$ cat src/rtl/spmv_row_acc.sv
// CSR sparse-matrix/vector row accumulator: walks row pointers, sums each row's
// products into a wide accumulator and writes one saturated result per row.
module spmv_row_acc #(
  parameter int DATA_WIDTH = 32,
  parameter int ADDR_WIDTH = 16,
  parameter int ACC_WIDTH  = 72,
  parameter int FRAC_BITS  = 0
) (
  input  logic                           clk,
  input  logic                           rst_n,
  input  logic                           start,
  input  logic [ADDR_WIDTH-1:0]          num_rows,
  output logic                           busy,
  output logic                           done,
  output logic                           err,
  input  logic                           rb_valid,
  output logic                           rb_ready,
  input  logic [ADDR_WIDTH-1:0]          rb_data,
  input  logic                           p_valid,
  output logic                           p_ready,
  input  logic signed [2*DATA_WIDTH-1:0] p_data,
  output logic                           y_valid,
  input  logic                           y_ready,
  output logic [ADDR_WIDTH-1:0]          y_addr,
  output logic [DATA_WIDTH-1:0]          y_data
);

  typedef enum logic [2:0] {IDLE, FIRST, ROWLEN, ACC, WRITE, FIN} state_t;

  localparam logic signed [ACC_WIDTH-1:0] SAT_MAX =
    {{(ACC_WIDTH-DATA_WIDTH+1){1'b0}}, {(DATA_WIDTH-1){1'b1}}};
  localparam logic signed [ACC_WIDTH-1:0] SAT_MIN = ~SAT_MAX;

  state_t                       state;
  logic [ADDR_WIDTH-1:0]        nrows;
  logic [ADDR_WIDTH-1:0]        row;
  logic [ADDR_WIDTH-1:0]        prev;
  logic [ADDR_WIDTH-1:0]        cnt;
  logic [ADDR_WIDTH-1:0]        len;
  logic                         rb_dec;
  logic signed [ACC_WIDTH-1:0]  acc;
  logic signed [ACC_WIDTH-1:0]  acc_sum;

  function automatic logic [DATA_WIDTH-1:0] sat(input logic signed [ACC_WIDTH-1:0] a);
    logic signed [ACC_WIDTH-1:0] s;
    s = a >>> FRAC_BITS;
    if (s > SAT_MAX)      return SAT_MAX[DATA_WIDTH-1:0];
    else if (s < SAT_MIN) return SAT_MIN[DATA_WIDTH-1:0];
    else                  return s[DATA_WIDTH-1:0];
  endfunction

  // A decreasing row pointer is flagged and treated as an empty row.
  assign rb_dec  = rb_data < prev;
  assign len     = rb_dec ? '0 : rb_data - prev;
  assign acc_sum = acc + ACC_WIDTH'(p_data);

  // Ready/valid outputs are registered and depend only on state, so each
  // handshake below reduces to the producer/consumer side of the pair.
  always_ff @(posedge clk) begin
    if (!rst_n) begin
      state    <= IDLE;
      busy     <= 1'b0;
      done     <= 1'b0;
      err      <= 1'b0;
      rb_ready <= 1'b0;
      p_ready  <= 1'b0;
      y_valid  <= 1'b0;
      y_addr   <= '0;
      y_data   <= '0;
      acc      <= '0;
      row      <= '0;
      nrows    <= '0;
      prev     <= '0;
      cnt      <= '0;
    end else begin
      case (state)
        IDLE: begin
          if (start) begin
            nrows    <= num_rows;
            err      <= 1'b0;
            row      <= '0;
            busy     <= 1'b1;
            rb_ready <= 1'b1;
            state    <= FIRST;
          end
        end
        FIRST: begin
          if (rb_valid) begin
            prev <= rb_data;
            if (nrows == '0) begin
              rb_ready <= 1'b0;
              done     <= 1'b1;
              state    <= FIN;
            end else begin
              state <= ROWLEN;
            end
          end
        end
        ROWLEN: begin
          if (rb_valid) begin
            prev     <= rb_data;
            acc      <= '0;
            rb_ready <= 1'b0;
            if (rb_dec) err <= 1'b1;
            if (len == '0) begin
              y_valid <= 1'b1;
              y_addr  <= row;
              y_data  <= '0;
              state   <= WRITE;
            end else begin
              cnt     <= len;
              p_ready <= 1'b1;
              state   <= ACC;
            end
          end
        end
        ACC: begin
          if (p_valid) begin
            acc <= acc_sum;
            cnt <= cnt - ADDR_WIDTH'(1);
            if (cnt == ADDR_WIDTH'(1)) begin
              // Result is registered from the final sum so WRITE presents it at once.
              p_ready <= 1'b0;
              y_valid <= 1'b1;
              y_addr  <= row;
              y_data  <= sat(acc_sum);
              state   <= WRITE;
            end
          end
        end
        WRITE: begin
          if (y_ready) begin
            y_valid <= 1'b0;
            if (row == nrows - ADDR_WIDTH'(1)) begin
              done  <= 1'b1;
              state <= FIN;
            end else begin
              row      <= row + ADDR_WIDTH'(1);
              rb_ready <= 1'b1;
              state    <= ROWLEN;
            end
          end
        end
        FIN: begin
          done  <= 1'b0;
          busy  <= 1'b0;
          state <= IDLE;
        end
        default: state <= IDLE;
      endcase
    end
  end

endmodule
$ cat config.mk
export PLATFORM = sky130hd
export DESIGN_NAME = spmv_row_acc
export DESIGN_NICKNAME = d
export VERILOG_FILES = /design/src/rtl/spmv_row_acc.sv
export SDC_FILE = /design/constraint.sdc
export NUM_CORES = 1
export LEC_CHECK = 0
export BUFFER_PORTS_ARGS = -buffer_cell sky130_fd_sc_hd__buf_2
export CORE_MARGIN = 3
export CORE_UTILIZATION = 61
export DETAILED_ROUTE_END_ITERATION = 10
export GPL_TIMING_DRIVEN = 0
export PLACE_DENSITY = 0.89
export SYNTH_ARGS = -nofsm -noshare
export SYNTH_HDL_FRONTEND = slang
export SYNTH_SLANG_ARGS = --single-unit
$ cat constraint.sdc
create_clock -name clk -period 4.9 [get_ports clk]
set_input_delay 0.98 -clock clk [delete_from_list [all_inputs] [get_ports clk]]
set_output_delay 0.98 -clock clk [all_outputs]
set_load 0.05 [all_outputs]
==> results of run 1 <==
-- cell usage in the layout (no fill, tap or decap), types with 41 or more instances in the layout --
cell / Yosys / routed
a21oi_1: 148 / 147
and2_1: 45 / 45
buf_2: 29 / 183
clkbuf_1: 56 / 56
dfxtp_1: 193 / 193
ha_1: 92 / 92
inv_1: 41 / 41
nand2_1: 233 / 233
nand3_1: 43 / 43
nand4_1: 41 / 41
nor2_1: 140 / 140
nor2b_1: 87 / 87
nor3_1: 42 / 42
o21ai_0: 107 / 106
xnor2_1: 51 / 51
xor2_1: 55 / 55
-- path summary, 6_finish.rpt --
check,cells past startpoint,from,to
worst min-delay path,2,y_data[21]$_SDFFE_PN0P_,y_data[21]$_SDFFE_PN0P_
worst min register to register,2,y_data[21]$_SDFFE_PN0P_,y_data[21]$_SDFFE_PN0P_
worst max-delay path,17,p_data[0],y_data[12]$_SDFFE_PN0P_
worst max register to register,15,acc[20]$_SDFFE_PN0P_,y_data[11]$_SDFFE_PN0P_
-- stage by stage --
| stage | utilization, % | instances | area [µm²] | power, W | hold WS [ns] |
|---|---|---|---|---|---|
| CTS | 71.1 | 2359 | 16300 | 0.00518 | 0.478 |
| global route | 71.3 | 2360 | 16400 | 0.00549 | 0.493 |
| floorplan | - | 1859 | 14500 | 0.00313 | 0.447 |
| detailed placement | 68.2 | 2326 | 15700 | 0.00361 | 0.454 |
| finish | 71.3 | 2360 | 16400 | 0.00521 | 0.477 |
| global placement | 68.2 | 2326 | 15700 | 0.00356 | 0.448 |
-- power groups by stage --
stage | clock, W | sequential [W] | combinational, W
3_5_place_dp | 0 | 0.00179 | 0.00182
5_1_grt | 0.00165 | 0.00177 | 0.00207
6_report | 0.00158 | 0.00176 | 0.00188
4_1_cts | 0.00159 | 0.00176 | 0.00183
2_1_floorplan | 0 | 0.00181 | 0.00132
3_3_place_gp | 0 | 0.00179 | 0.00177
-- kinds of logic (layout without fill, tap and decap cells) --
group	Yosys count	in the layout
buffers and inverters	136	324
multiplexers	38	38
flip-flops	193	193
AO/OA/AOI/OAI	545	545
AND/OR/NAND/NOR	745	745
adder cells (fa/ha/maj)	94	94
XOR/XNOR	108	108
-- registers in the layout, summed over array words and instances, names as in the netlist --
signal / count
prev: 16
y_valid: 1
y_addr: 16
row: 16
cnt: 16
err: 1
nrows: 16
busy: 1
y_data: 32
state: 3
p_ready: 1
done: 1
acc: 72
rb_ready: 1
-- cell type report --
class	count	area, µm²	area share, %
clock inverters	15	238	1.45
multi-input cells	1530	10100	61.5
plain buffers	95	453	2.76
clock buffers	17	425	2.60
well taps	313	392	2.39
inverters	41	154	0.939
repair buffers	156	786	4.79
flip-flops and latches	193	3860	23.6
-- repair_timing --
| item | CTS | global route |
|---|---|---|
| setup buffers | 1 | 1 |
| endpoints found under the setup margin | 31 | 31 |
| pin swaps | 1 | 1 |
| resized for setup | 1 | 6 |
-- routing by layer --
metal | GRT usage [%] | vias up | wire length (µm)
met5 | 0 | - | 0
met4 | 10.9 | 0 | 1300
li1 | - | 7067 | -
met3 | 5.42 | 111 | 3920
met1 | 45.2 | 7142 | 19000
met2 | 59.3 | 761 | 21700
-- worst max-delay path, delay by kind of cell --
family          cells  cell delay (ns)
buf+inv             3             0.53
compound gates      8             1.68
fa+ha+maj           2             0.69
xor+xnor            1             0.35
simple gates        3             0.83
==> metrics.txt, run 1 <==
Post-synth ARST share=0%; switching power=around 0.0021 W; number of nets in the layout=2230; crit-path cells=buf_2 -> ha_1 -> fa_1 -> a211oi_2 -> o21ai_2 -> a31oi_4 -> o22ai_1 -> a31oi_4 -> o21bai_1 -> xnor2_1 -> nand4b_1 -> nor4_1 -> nand4_1 -> o41ai_4 -> buf_4 -> buf_6 -> o211ai_2; GP Congestion=around 1; max-slew violation count=0; die area=roughly 26000 µm²; Via Count=~15000; Hold Buf Count CTS=0; Final Cycle Share=a little under 100%; Slew @ Worst Pin=~1.2 ns; CP arrival=between 5 and 6 ns; row cnt=between 50 and 60; cell mode on critical path=a31oi_4; Synth top area share=roughly a quarter; CP Capture Type=flop; Setup TNS=0 ns; DRC Markers=0; initial antenna violation count=0; pre-CTS setup slack=-0.658 ns; clk slew on worst S/H paths=0.08 ns; slew margin rel.=between 20% and 30%; Final WS setup=0.141 ns; area growth from synthesis to layout=13.0%; CTS Buffer Depth=2; critical path's largest stage delay=approximately 0.45 ns; Power per Cell Area=318 nW/µm²; top cells by count, synth=nand2_1 (233), dfxtp_1 (193), a21oi_1 (148), nor2_1 (140), o21ai_0 (107); R2R setup slack=0.47 ns; clock sinks=slightly below 200; Final ANT Viol Nets=0; Main synth FF type=dfxtp_1; Sw Ratio=around two fifths; status=complete, no violations; largest family of logic cells by synthesized area=simple AND/OR/NAND/NOR gates; RSZ-0062 raised after global routing=no; Comb power frac=between 30 and 40%; Hold WC Path Type=flop to flop; fmax=between 200 and 250 MHz; Clk Latency, worst-skew pair=roughly 0.45 ns; first-pass GRT wire length=around 74000 µm; Pre-Repair DR Iteration Count=8; GRT overflow=0; internal power=between 0.003 and 0.004 W; layout cell share with drive strength beyond 1=15.1%; Syn Std Cell Area=14500 µm²; CTS Root Cell=clkbuf_16; # setup viols final=0; Final Skew=roughly 0.016 ns; Warnings, synthesis=0; Leak Pwr=around 6.6 nW; leading area contributor after synthesis=dfxtp_1; crit path kind=primary input to flop; top post-synthesis cells by area=dfxtp_1 (27%), ha_1 (7.9%), nand2_1 (6.0%); number of global-route vias before repair=14485; library cells used by synthesis=89; critical path required time=5.22 ns; Slowest cell on crit path=fa_1; Synth Area in Compound Gates=25.7%; top-count cell post-synth=nand2_1; Initial Utilization=roughly 63%; mux share of post-synthesis cell area=2.62%; sequential group share of total power=33.7%; Synth Instances=1859; syn avg cell area=roughly 7.8 µm²; simple-gate share of the synthesized area=between 20% and 30%; Mapped Nets=about 2100; count of input and output buffers=between 150 and 200; crit path max fanout=10; antenna cell count=0; I/O pin cnt=between 150 and 200; critical path startpoint category=primary input; Inserted Clock Buffers=17; post-route minimum period=between 4 and 5 ns; number of synthesized flops with an enable pin=0; max-cap violations=0; XOR/XNOR Fraction of Synth Area=under 10%; via density per instance=~6.4; Synth Area in Adders=a little over 8%; Die Width=approximately 160 µm; sequential share of the synthesized area=roughly a quarter; Clock power frac=a little under a third; Core Box Area=~23000 µm²; WL per Instance=between 15 and 20 µm; pin count of the biggest net entering global routing=26; Hold Fails Final Rpt=0; All-Layer GR Usage=about a third; Die Y=160 µm; DRT iter0 DRCs=between 1500 and 2000; dpl hpwl=roughly 36000 µm; # fillers=approximately 1900; total wire length=45900 µm; maximum vdd drop=about 310 µV; H-tree depth=4; Synth Register Bits=a little under 200; CTS tree=done
Power figures use the tool's default switching activity.
==> inputs of run 2 (changes only) <==
--- a/config.mk
+++ b/config.mk
@@ -6,11 +6,12 @@
 export NUM_CORES = 1
 export LEC_CHECK = 0
 export BUFFER_PORTS_ARGS = -buffer_cell sky130_fd_sc_hd__buf_2
+export CAP_MARGIN = 20
 export CORE_MARGIN = 3
-export CORE_UTILIZATION = 61
+export CORE_UTILIZATION = 50
 export DETAILED_ROUTE_END_ITERATION = 10
 export GPL_TIMING_DRIVEN = 0
-export PLACE_DENSITY = 0.89
+export PLACE_DENSITY = 0.77
 export SYNTH_ARGS = -nofsm -noshare
 export SYNTH_HDL_FRONTEND = slang
 export SYNTH_SLANG_ARGS = --single-unit
==> run 2 against run 1 <==
  * Non-clock buffer count increased by 1
  * Design area increased by 0.38%
  * Sequential power about the same
  * Cell count increased by 2.8%
  * Clock skew decreased by 0.0055 ns
  * Die area increased by 21%
  * Flip-flop and latch count unchanged
  * Utilization decreased by 13 points
  * Via count decreased by 3.1%
  * Register-to-register slack improved by 0.02 ns
==> metrics.txt, run 2 (synthesized netlist as in run 1, its figures left out) <==
first-pass GRT wire length=72700 µm (was 73600 µm); DRC Markers=0 (unchanged); switching power=0.00200 W (was 0.00214 W); Hold Fails Final Rpt=0 (unchanged); crit path kind=primary input to flop (unchanged); most frequent cells in the layout=nand2_1 (233), dfxtp_1 (193), buf_2 (183), a21oi_1 (148), nor2_1 (140) (was nand2_1 (233), dfxtp_1 (193), buf_2 (183), a21oi_1 (147), nor2_1 (140)); global routing met2 resource utilization=48.3% (was 59.3%); Setup TNS=0 ns (unchanged); Final Skew=0.0108 ns (was 0.0163 ns); post-route cell area=16500 µm² (was 16400 µm²); row cnt=61 (was 55); max-slew violation count=0 (unchanged); placed cell count=2392 (was 2326); fmax=210 MHz (about the same); die area=31100 µm² (was 25700 µm²); Clk Latency, worst-skew pair=0.45 ns (about the same); Clock power frac=29.2% (was 30.3%); status=complete, no violations (unchanged); Via Count=14609 (was 15081); count of input and output buffers=154 (unchanged); Hold Buf Count CTS=0 (unchanged); max-cap violations=0 (unchanged); Leak Pwr=6.65 nW (about the same); initial antenna violation count=0 (unchanged); Core Box Area=28200 µm² (was 23000 µm²); critical path required time=5.27 ns (was 5.22 ns); total wire length=45600 µm (was 45900 µm); Biggest register=acc (unchanged); Final Cycle Share=97.1% (about the same); pin count of the biggest net entering global routing=19 (was 26); Inserted Clock Buffers=17 (unchanged); most common cell after layout, fill and taps aside=nand2_1 (unchanged); pre-CTS setup slack=-0.709 ns (was -0.658 ns); layout cell share with drive strength beyond 1=15.2% (was 15.1%); Final WS setup=0.143 ns (was 0.141 ns); area growth from synthesis to layout=13.4% (was 13.0%); GRT overflow=0 (unchanged); dpl cell area=15800 µm² (was 15700 µm²); met1 Usage GRT=38.8% (was 45.2%); CTS Root Cell=clkbuf_16 (unchanged); Die Width=176 µm (was 160 µm); # setup viols final=0 (unchanged); top flop regs=acc (72), y_data (32) (unchanged); crit path max fanout=10 (unchanged); internal power=0.00312 W (was 0.00307 W); Initial Utilization=51.5% (was 63.1%); I/O pin cnt=156 (unchanged); All-Layer GR Usage=28.8% (was 34.8%); CP Capture Type=flop (unchanged); DRT iter0 DRCs=1523 (was 1723); Slew @ Worst Pin=0.853 ns (was 1.19 ns); GP Congestion=0.971 (was 1.00); H-tree depth=4 (unchanged); maximum vdd drop=288 µV (was 314 µV); gr busiest metal=met2 (unchanged); Hold WC Path Type=flop to flop (unchanged); critical path startpoint category=primary input (unchanged); dpl hpwl=35900 µm (was 36100 µm); Tot Pwr=0.00512 W (was 0.00521 W); met3 usage=4.45% (was 5.42%); Largest register FFs=72 (unchanged); Comb power frac=36.4% (was 36.0%); sequential group share of total power=34.4% (was 33.7%); CP arrival=5.13 ns (was 5.08 ns); clock sinks=193 (unchanged); number of global-route vias before repair=14008 (was 14485); Pre-Repair DR Iteration Count=9 (was 8); Die Y=176 µm (was 160 µm); Sw Ratio=39.1% (was 41.1%); WL per Instance=18.8 µm (was 19.5 µm); CTS Buffer Depth=2 (unchanged); slew margin rel.=42.6% (was 21.0%); Cell Count, Final, Fillers Out=2425 (was 2360); Final ANT Viol Nets=0 (unchanged); clk slew on worst S/H paths=0.07 ns (was 0.08 ns); post-route minimum period=4.76 ns (about the same); Power per Cell Area=311 nW/µm² (was 318 nW/µm²); # fillers=2616 (was 1913); number of nets in the layout=2231 (was 2230); RSZ-0062 raised after global routing=no (unchanged); antenna cell count=0 (unchanged); via density per instance=6.02 (was 6.39); CTS tree=done (unchanged)
## run 2: cell types whose count changed in the layout (fill, tap and decap cells not counted), moves of 2 or more
cell       previous run  this run
inv_12                6         0
inv_16                3         0
bufinv_16             0         2
clkinv_4              0         2
clkinv_8              3         1
inv_6                 1         3
xnor2_1              51        49
xnor2_2               1         3
## run 2: routing by layer
metal	part of all wire [%]	wire length [µm]	up-vias
li1	-	-	7073
met1	44	20100	6886
met2	46	21100	588
met3	7.2	3300	62
met4	2.3	1030	0
met5	0	0	-
## run 2: worst paths after layout
| check | startpoint | to | slack, ns | cells after the start |
|---|---|---|---|---|
| setup / recovery | p_data[25] | y_data[6]$_SDFFE_PN0P_ | 0.14 | 17 |
| setup reg to reg | acc[25]$_SDFFE_PN0P_ | y_data[6]$_SDFFE_PN0P_ | 0.49 | 16 |
| hold / removal | y_data[20]$_SDFFE_PN0P_ | y_data[20]$_SDFFE_PN0P_ | 0.48 | 2 |
| hold reg to reg | y_data[20]$_SDFFE_PN0P_ | y_data[20]$_SDFFE_PN0P_ | 0.48 | 2 |
## run 2: power by group through the flow
stage                     clock, W  combinational (W)  sequential, W
after floorplan                  0            0.00132        0.00181
after global placement           0            0.00179        0.00179
after detailed placement         0            0.00183        0.00179
after CTS                  0.00151            0.00184        0.00176
after global routing       0.00157            0.00207        0.00177
final                      0.00150            0.00187        0.00176
## run 2: final cells by class
type | instances | area, µm² | share of cell area [%]
buffer | 95 | 453 | 2.75
clock buffer | 18 | 439 | 2.67
clock inverter | 13 | 166 | 1.01
inverter | 41 | 154 | 0.936
multi-input combinational | 1530 | 10100 | 61.4
sequential | 193 | 3860 | 23.5
tap | 378 | 473 | 2.87
timing repair buffer | 157 | 806 | 4.90
## run 2: metrics by stage
step | util, % | hold WS, ns
after global routing | 58.4 | 0.489
after global placement | 55.9 | 0.452
after detailed placement | 55.9 | 0.459
final | 58.4 | 0.479
after floorplan | - | 0.447
after CTS | 58.1 | 0.472
## run 2: what timing repair did
item                                    in CTS  in global routing
setup buffers                                1                  1
resized for setup                            1                  8
pin swaps                                    1                  2
endpoints found under the setup margin      31                 31
## run 2: worst max-delay path: stages
cell      delay, ns
buf_2          0.12
ha_1           0.26
buf_2          0.19
nand2_1        0.15
o21ai_1        0.38
a21oi_1        0.16
o31ai_1        0.59
o31ai_4        0.19
o221ai_1       0.28
nor2_1         0.09
xnor2_1        0.41
nand4_1        0.24
nor4_2         0.39
a41oi_4        0.17
buf_12         0.19
buf_6          0.15
o211ai_2       0.16
